--- config.mk ---
export PLATFORM = sky130hd
export DESIGN_NAME = axil_master_seq
export DESIGN_NICKNAME = d
export VERILOG_FILES = /design/src/rtl/axil_master_seq.sv
export SDC_FILE = /design/constraint.sdc
export NUM_CORES = 1
export LEC_CHECK = 0
export CAP_MARGIN = 20
export CELL_PAD_IN_SITES_DETAIL_PLACEMENT = 0
export CELL_PAD_IN_SITES_GLOBAL_PLACEMENT = 2
export CORE_MARGIN = 3
export CORE_UTILIZATION = 38
export CTS_CLUSTER_DIAMETER = 60
export DETAILED_ROUTE_END_ITERATION = 10
export DONT_BUFFER_PORTS = 1
export GPL_TIMING_DRIVEN = 0
export PLACE_DENSITY_LB_ADDON = 0.1
export SLEW_MARGIN = 20
export SYNTH_ARGS = -nofsm -noshare
export SYNTH_HDL_FRONTEND = slang
export SYNTH_SLANG_ARGS = --single-unit
--- constraint.sdc ---
create_clock -name M_AXI_ACLK -period 3.6 [get_ports M_AXI_ACLK]
set_input_delay 0.54 -clock M_AXI_ACLK [delete_from_list [all_inputs] [get_ports M_AXI_ACLK]]
set_output_delay 0.54 -clock M_AXI_ACLK [all_outputs]
set_load 0.005 [all_outputs]
--- src/rtl/axil_master_seq.sv ---
// rtl/axil_master_seq.sv - AXI4-Lite single-outstanding master driven by a cmd/rsp valid-ready port.
// Optional phase timeout enabled by defining AXIL_TIMEOUT_EN.
module axil_master_seq #(
  parameter int C_M_AXI_ADDR_WIDTH = 9,
  parameter int C_M_AXI_DATA_WIDTH = 32,
  parameter int TIMEOUT_CYCLES     = 1024
) (
  input  logic                            M_AXI_ACLK,
  input  logic                            M_AXI_ARESET,

  input  logic                            cmd_valid,
  output logic                            cmd_ready,
  input  logic                            cmd_write,
  input  logic [C_M_AXI_ADDR_WIDTH-1:0]   cmd_addr,
  input  logic [C_M_AXI_DATA_WIDTH-1:0]   cmd_wdata,
  input  logic [C_M_AXI_DATA_WIDTH/8-1:0] cmd_wstrb,

  output logic                            rsp_valid,
  input  logic                            rsp_ready,
  output logic                            rsp_write,
  output logic [C_M_AXI_DATA_WIDTH-1:0]   rsp_rdata,
  output logic [1:0]                      rsp_resp,

  output logic [C_M_AXI_ADDR_WIDTH-1:0]   M_AXI_AWADDR,
  output logic                            M_AXI_AWVALID,
  input  logic                            M_AXI_AWREADY,
  output logic [C_M_AXI_DATA_WIDTH-1:0]   M_AXI_WDATA,
  output logic [C_M_AXI_DATA_WIDTH/8-1:0] M_AXI_WSTRB,
  output logic                            M_AXI_WVALID,
  input  logic                            M_AXI_WREADY,
  input  logic [1:0]                      M_AXI_BRESP,
  input  logic                            M_AXI_BVALID,
  output logic                            M_AXI_BREADY,
  output logic [C_M_AXI_ADDR_WIDTH-1:0]   M_AXI_ARADDR,
  output logic                            M_AXI_ARVALID,
  input  logic                            M_AXI_ARREADY,
  input  logic [C_M_AXI_DATA_WIDTH-1:0]   M_AXI_RDATA,
  input  logic [1:0]                      M_AXI_RRESP,
  input  logic                            M_AXI_RVALID,
  output logic                            M_AXI_RREADY
);

  localparam int AW = C_M_AXI_ADDR_WIDTH;
  localparam int DW = C_M_AXI_DATA_WIDTH;
  localparam int SW = C_M_AXI_DATA_WIDTH / 8;

  typedef enum logic [2:0] {
    IDLE    = 3'd0,
    WR_REQ  = 3'd1,
    WR_RESP = 3'd2,
    RD_REQ  = 3'd3,
    RD_DATA = 3'd4,
    RSP     = 3'd5
  } state_t;

  state_t          state_q, state_d;
  logic            awvalid_q, awvalid_d;
  logic            wvalid_q, wvalid_d;
  logic            arvalid_q, arvalid_d;
  logic [AW-1:0]   addr_q, addr_d;
  logic [DW-1:0]   wdata_q, wdata_d;
  logic [SW-1:0]   wstrb_q, wstrb_d;
  logic            rsp_write_q, rsp_write_d;
  logic [DW-1:0]   rsp_rdata_q, rsp_rdata_d;
  logic [1:0]      rsp_resp_q, rsp_resp_d;

`ifdef AXIL_TIMEOUT_EN
  logic [15:0]     cnt_q, cnt_d;
  logic            waiting;
`else
  logic [31:0]     unused_timeout_cycles;
  assign unused_timeout_cycles = 32'(TIMEOUT_CYCLES);
`endif

  always_ff @(posedge M_AXI_ACLK or posedge M_AXI_ARESET) begin
    if (M_AXI_ARESET) begin
      state_q     <= IDLE;
      awvalid_q   <= 1'b0;
      wvalid_q    <= 1'b0;
      arvalid_q   <= 1'b0;
      addr_q      <= '0;
      wdata_q     <= '0;
      wstrb_q     <= '0;
      rsp_write_q <= 1'b0;
      rsp_rdata_q <= '0;
      rsp_resp_q  <= 2'b00;
`ifdef AXIL_TIMEOUT_EN
      cnt_q       <= 16'd0;
`endif
    end else begin
      state_q     <= state_d;
      awvalid_q   <= awvalid_d;
      wvalid_q    <= wvalid_d;
      arvalid_q   <= arvalid_d;
      addr_q      <= addr_d;
      wdata_q     <= wdata_d;
      wstrb_q     <= wstrb_d;
      rsp_write_q <= rsp_write_d;
      rsp_rdata_q <= rsp_rdata_d;
      rsp_resp_q  <= rsp_resp_d;
`ifdef AXIL_TIMEOUT_EN
      cnt_q       <= cnt_d;
`endif
    end
  end

  always_comb begin
    state_d     = state_q;
    awvalid_d   = awvalid_q;
    wvalid_d    = wvalid_q;
    arvalid_d   = arvalid_q;
    addr_d      = addr_q;
    wdata_d     = wdata_q;
    wstrb_d     = wstrb_q;
    rsp_write_d = rsp_write_q;
    rsp_rdata_d = rsp_rdata_q;
    rsp_resp_d  = rsp_resp_q;

    unique case (state_q)
      IDLE: begin
        if (cmd_valid) begin
          addr_d      = cmd_addr;
          wdata_d     = cmd_wdata;
          wstrb_d     = cmd_wstrb;
          rsp_write_d = cmd_write;
          if (cmd_write) begin
            awvalid_d = 1'b1;
            wvalid_d  = 1'b1;
            state_d   = WR_REQ;
          end else begin
            arvalid_d = 1'b1;
            state_d   = RD_REQ;
          end
        end
      end
      WR_REQ: begin
        // AW and W retire independently; leave once neither is still pending.
        if (M_AXI_AWREADY) awvalid_d = 1'b0;
        if (M_AXI_WREADY)  wvalid_d  = 1'b0;
        if ((!awvalid_q || M_AXI_AWREADY) && (!wvalid_q || M_AXI_WREADY))
          state_d = WR_RESP;
      end
      WR_RESP: begin
        if (M_AXI_BVALID) begin
          rsp_resp_d  = M_AXI_BRESP;
          rsp_rdata_d = '0;
          rsp_write_d = 1'b1;
          state_d     = RSP;
        end
      end
      RD_REQ: begin
        if (M_AXI_ARREADY) begin
          arvalid_d = 1'b0;
          state_d   = RD_DATA;
        end
      end
      RD_DATA: begin
        if (M_AXI_RVALID) begin
          rsp_rdata_d = M_AXI_RDATA;
          rsp_resp_d  = M_AXI_RRESP;
          rsp_write_d = 1'b0;
          state_d     = RSP;
        end
      end
      RSP: begin
        if (rsp_ready) state_d = IDLE;
      end
      default: state_d = IDLE;
    endcase

`ifdef AXIL_TIMEOUT_EN
    waiting = (state_q == WR_REQ) || (state_q == WR_RESP) ||
              (state_q == RD_REQ) || (state_q == RD_DATA);
    // A phase that completes on the expiry cycle wins over the abort.
    if (waiting && (state_d == state_q) && (cnt_q == 16'(TIMEOUT_CYCLES - 1))) begin
      awvalid_d   = 1'b0;
      wvalid_d    = 1'b0;
      arvalid_d   = 1'b0;
      rsp_resp_d  = 2'b11;
      rsp_rdata_d = '0;
      state_d     = RSP;
    end
    if (state_d != state_q) cnt_d = 16'd0;
    else if (waiting)       cnt_d = cnt_q + 16'd1;
    else                    cnt_d = cnt_q;
`endif
  end

  assign cmd_ready     = (state_q == IDLE) && !M_AXI_ARESET;
  assign rsp_valid     = (state_q == RSP);
  assign rsp_write     = rsp_write_q;
  assign rsp_rdata     = rsp_rdata_q;
  assign rsp_resp      = rsp_resp_q;

  assign M_AXI_AWADDR  = addr_q;
  assign M_AXI_AWVALID = awvalid_q;
  assign M_AXI_WDATA   = wdata_q;
  assign M_AXI_WSTRB   = wstrb_q;
  assign M_AXI_WVALID  = wvalid_q;
  assign M_AXI_BREADY  = (state_q == WR_RESP);
  assign M_AXI_ARADDR  = addr_q;
  assign M_AXI_ARVALID = arvalid_q;
  assign M_AXI_RREADY  = (state_q == RD_DATA);

endmodule
==> results.cfg <==
[status]
status = finished, final reports clean

[yosys]
synthTopCellsByArea = dfrtp_1, mux2_2, a22o_1, buf_4, buf_2
yosysSeqAreaShare_pct = 62.8
ys_ff_latch = 86
syn-num-nets = 331
syn-cell-area_um2 = 3430
synth_warnings = 0
ys_types = 28
synth_top_area_cell = dfrtp_1
yosys.area.top_type_share_pct = 62.8
syn_avg_cell_area_um2 = 14.3
netlist_instances = 240

[clocking]
cts_tree = yes
clk_root_buffer_cell = clkbuf_8
holdBufCountCts = 0
numCtsBuffers = 9
cts_resized = 0
cts_sinks = 86
cts_max_path_buffers = 2
clock_latency_ps = 340
post_cts_buffers = 0
clk_pin_slew_ps = 90
htreeDepth = 3

[critical_path]
rr_worst_depth = 5
critPathLaunchType = flip-flop
critPathCaptureType = flip-flop
reg2reg_to = M_AXI_WDATA[27]
r2r_start = state_q[1]
worst-path-max-fanout = 10
worst_path_largest_cell_delay_ps = 470
ff2ff_setup_slack_ps = 1430
cp_data_required_time_ps = 3820
cp_slowest_cell = nor4b_1
crit_arrival_ps = 2400
crit_top_cell = buf_2
cp_cell_sequence = buf_2, nor4b_1, buf_2, buf_2, mux2_2
worstSetupPathType = flip-flop to flip-flop

[drt]
routedWlPerCell_um = 19.3
drtAntennaViolNets = 0
drcViolationCount = 0
drt_first_iter_violations = 72
dr.pass1.iters = 4
vias = 1932
wl_um = 7060
vias_per_cell = 5.29

[global_routing]
overflow = 0
grt_pass1_wl_um = 10300
grt_max_degree = 54
track_usage_pct = 13.2
grt_pass1_vias = 1925
antenna_found_initial = 0

[die]
die_w_um = 101
die_h_um = 101
die_area_um2 = 10200
initial_core_util_pct = 39.3
io_pins = 187
coreArea_um2 = 8720
num_rows = 34

[finish]
final_cell_mix = dfrtp_1, mux2_2, a22o_1
syn_to_final_growth_pct = 10.8
fill_cells = 805
final_area_um2 = 3800
nets = 343
drive_gt1_share_pct = 35.8
layout_commonest_cell = dfrtp_1
diodes = 0
fin_cells = 365
register_area_um2 = 2150
multi_input_area_um2 = 1080

[timing]
fin_worst_skew_ps = 8.50
worst_slew_pin_slew_ps = 469
drv_slew = 0
rsz0062_at_grt = no
fin_crit_sh_pct = 60.4
finalSetupViolCount = 0
timing.fmax_mhz = 460
maxSlewHeadroom_pct = 68.3
layout_min_cycle_time_ps = 2170
hold_viol = 0

[power]
powerDensity_nw_per_um2 = 976
finalPower_mw = 3.71
p_leak_nw = 1.72
ir_drop_v = 0.000314

[placed_design]
port_buffers = 0
placedInstanceArea_um2 = 3590
place_congestion = 0.698
hpwl_um = 5130
dp_cells = 349

[min_path]
min_path_type = input port to async pin

[job]
drv_cap = 0
[per-stage QoR]
stage	util [%]	hold slack [ps]	TNS (ps)	setup slack, ps
after floorplan	-	477	0	838
after global placement	40.8	520	-13730	-163
after detailed placement	41.2	455	0	1440
after CTS	43.6	60.0	0	1430
after global routing	43.6	76.2	0	1260
final	43.6	66.4	0	1430
[flip-flops by register name, summed over array words and instances (netlist names), 2 cells and up]
| register | count |
|---|---|
| state_q | 3 |
| M_AXI_WDATA | 32 |
| rsp_rdata | 32 |
| rsp_resp | 2 |
| M_AXI_ARADDR | 9 |
| M_AXI_WSTRB | 4 |
[synth_stat cells (all sizes together)]
master	count
a21oi	6
a22o	32
a311oi	1
a31oi	1
and2	1
buf	23
clkbuf	2
dfrtp	86
inv	8
mux2	46
mux2i	2
nand2	6
nand2b	1
nor2	7
nor4	2
nor4b	1
o211ai	1
o21ai	6
o21bai	1
o22ai	2
o31ai	1
o41ai	2
or3b	1
or4b	1
[report_power, final]
group,switching (mW),internal (mW)
logic,0.504,0.656
clock network,0.354,0.345
registers,0.386,1.46
[cells by family after synthesis]
group	count (synthesis)	share of synthesized area (%)
flops	86	62.8
compound gates	53	12.8
mux	48	15.7
buf+inv	33	5.66
simple gates	20	3.07
[critical path, delay by kind of cell, from the launching register on]
family	cells	cell delay, ps
buffers and inverters	3	830
AND/OR/NAND/NOR	1	470
flip-flops	1	390
multiplexers	1	370
[layer usage]
layer	track usage (%)	up-vias	part of all wire, %
li1	-	872	-
met1	16.6	927	40
met2	18.9	121	45
met3	6.78	12	13
met4	5.83	0	1.7
met5	0	-	0
[how the worst max path moves through the flow]
stage | start | to | cells after the start
global placement | M_AXI_ARESET | M_AXI_WSTRB[2] | 1
floorplan | M_AXI_ARESET | M_AXI_ARADDR[0] | 1
detailed placement | state_q[1] | M_AXI_WDATA[27] | 5
global route | state_q[1] | M_AXI_WDATA[26] | 5
finish | state_q[1] | M_AXI_WDATA[27] | 5
CTS | state_q[1] | M_AXI_WDATA[27] | 5
[area by class of cell]
class	count	area share, %
sequential	86	56.7
multi-input combinational	121	28.5
buffer	25	4.31
clock buffer	10	3.62
tap	108	3.56
clock inverter	6	1.81
inverter	8	0.856
timing repair buffer	1	0.725
Note: power is estimated with default switching activity, not from simulation.
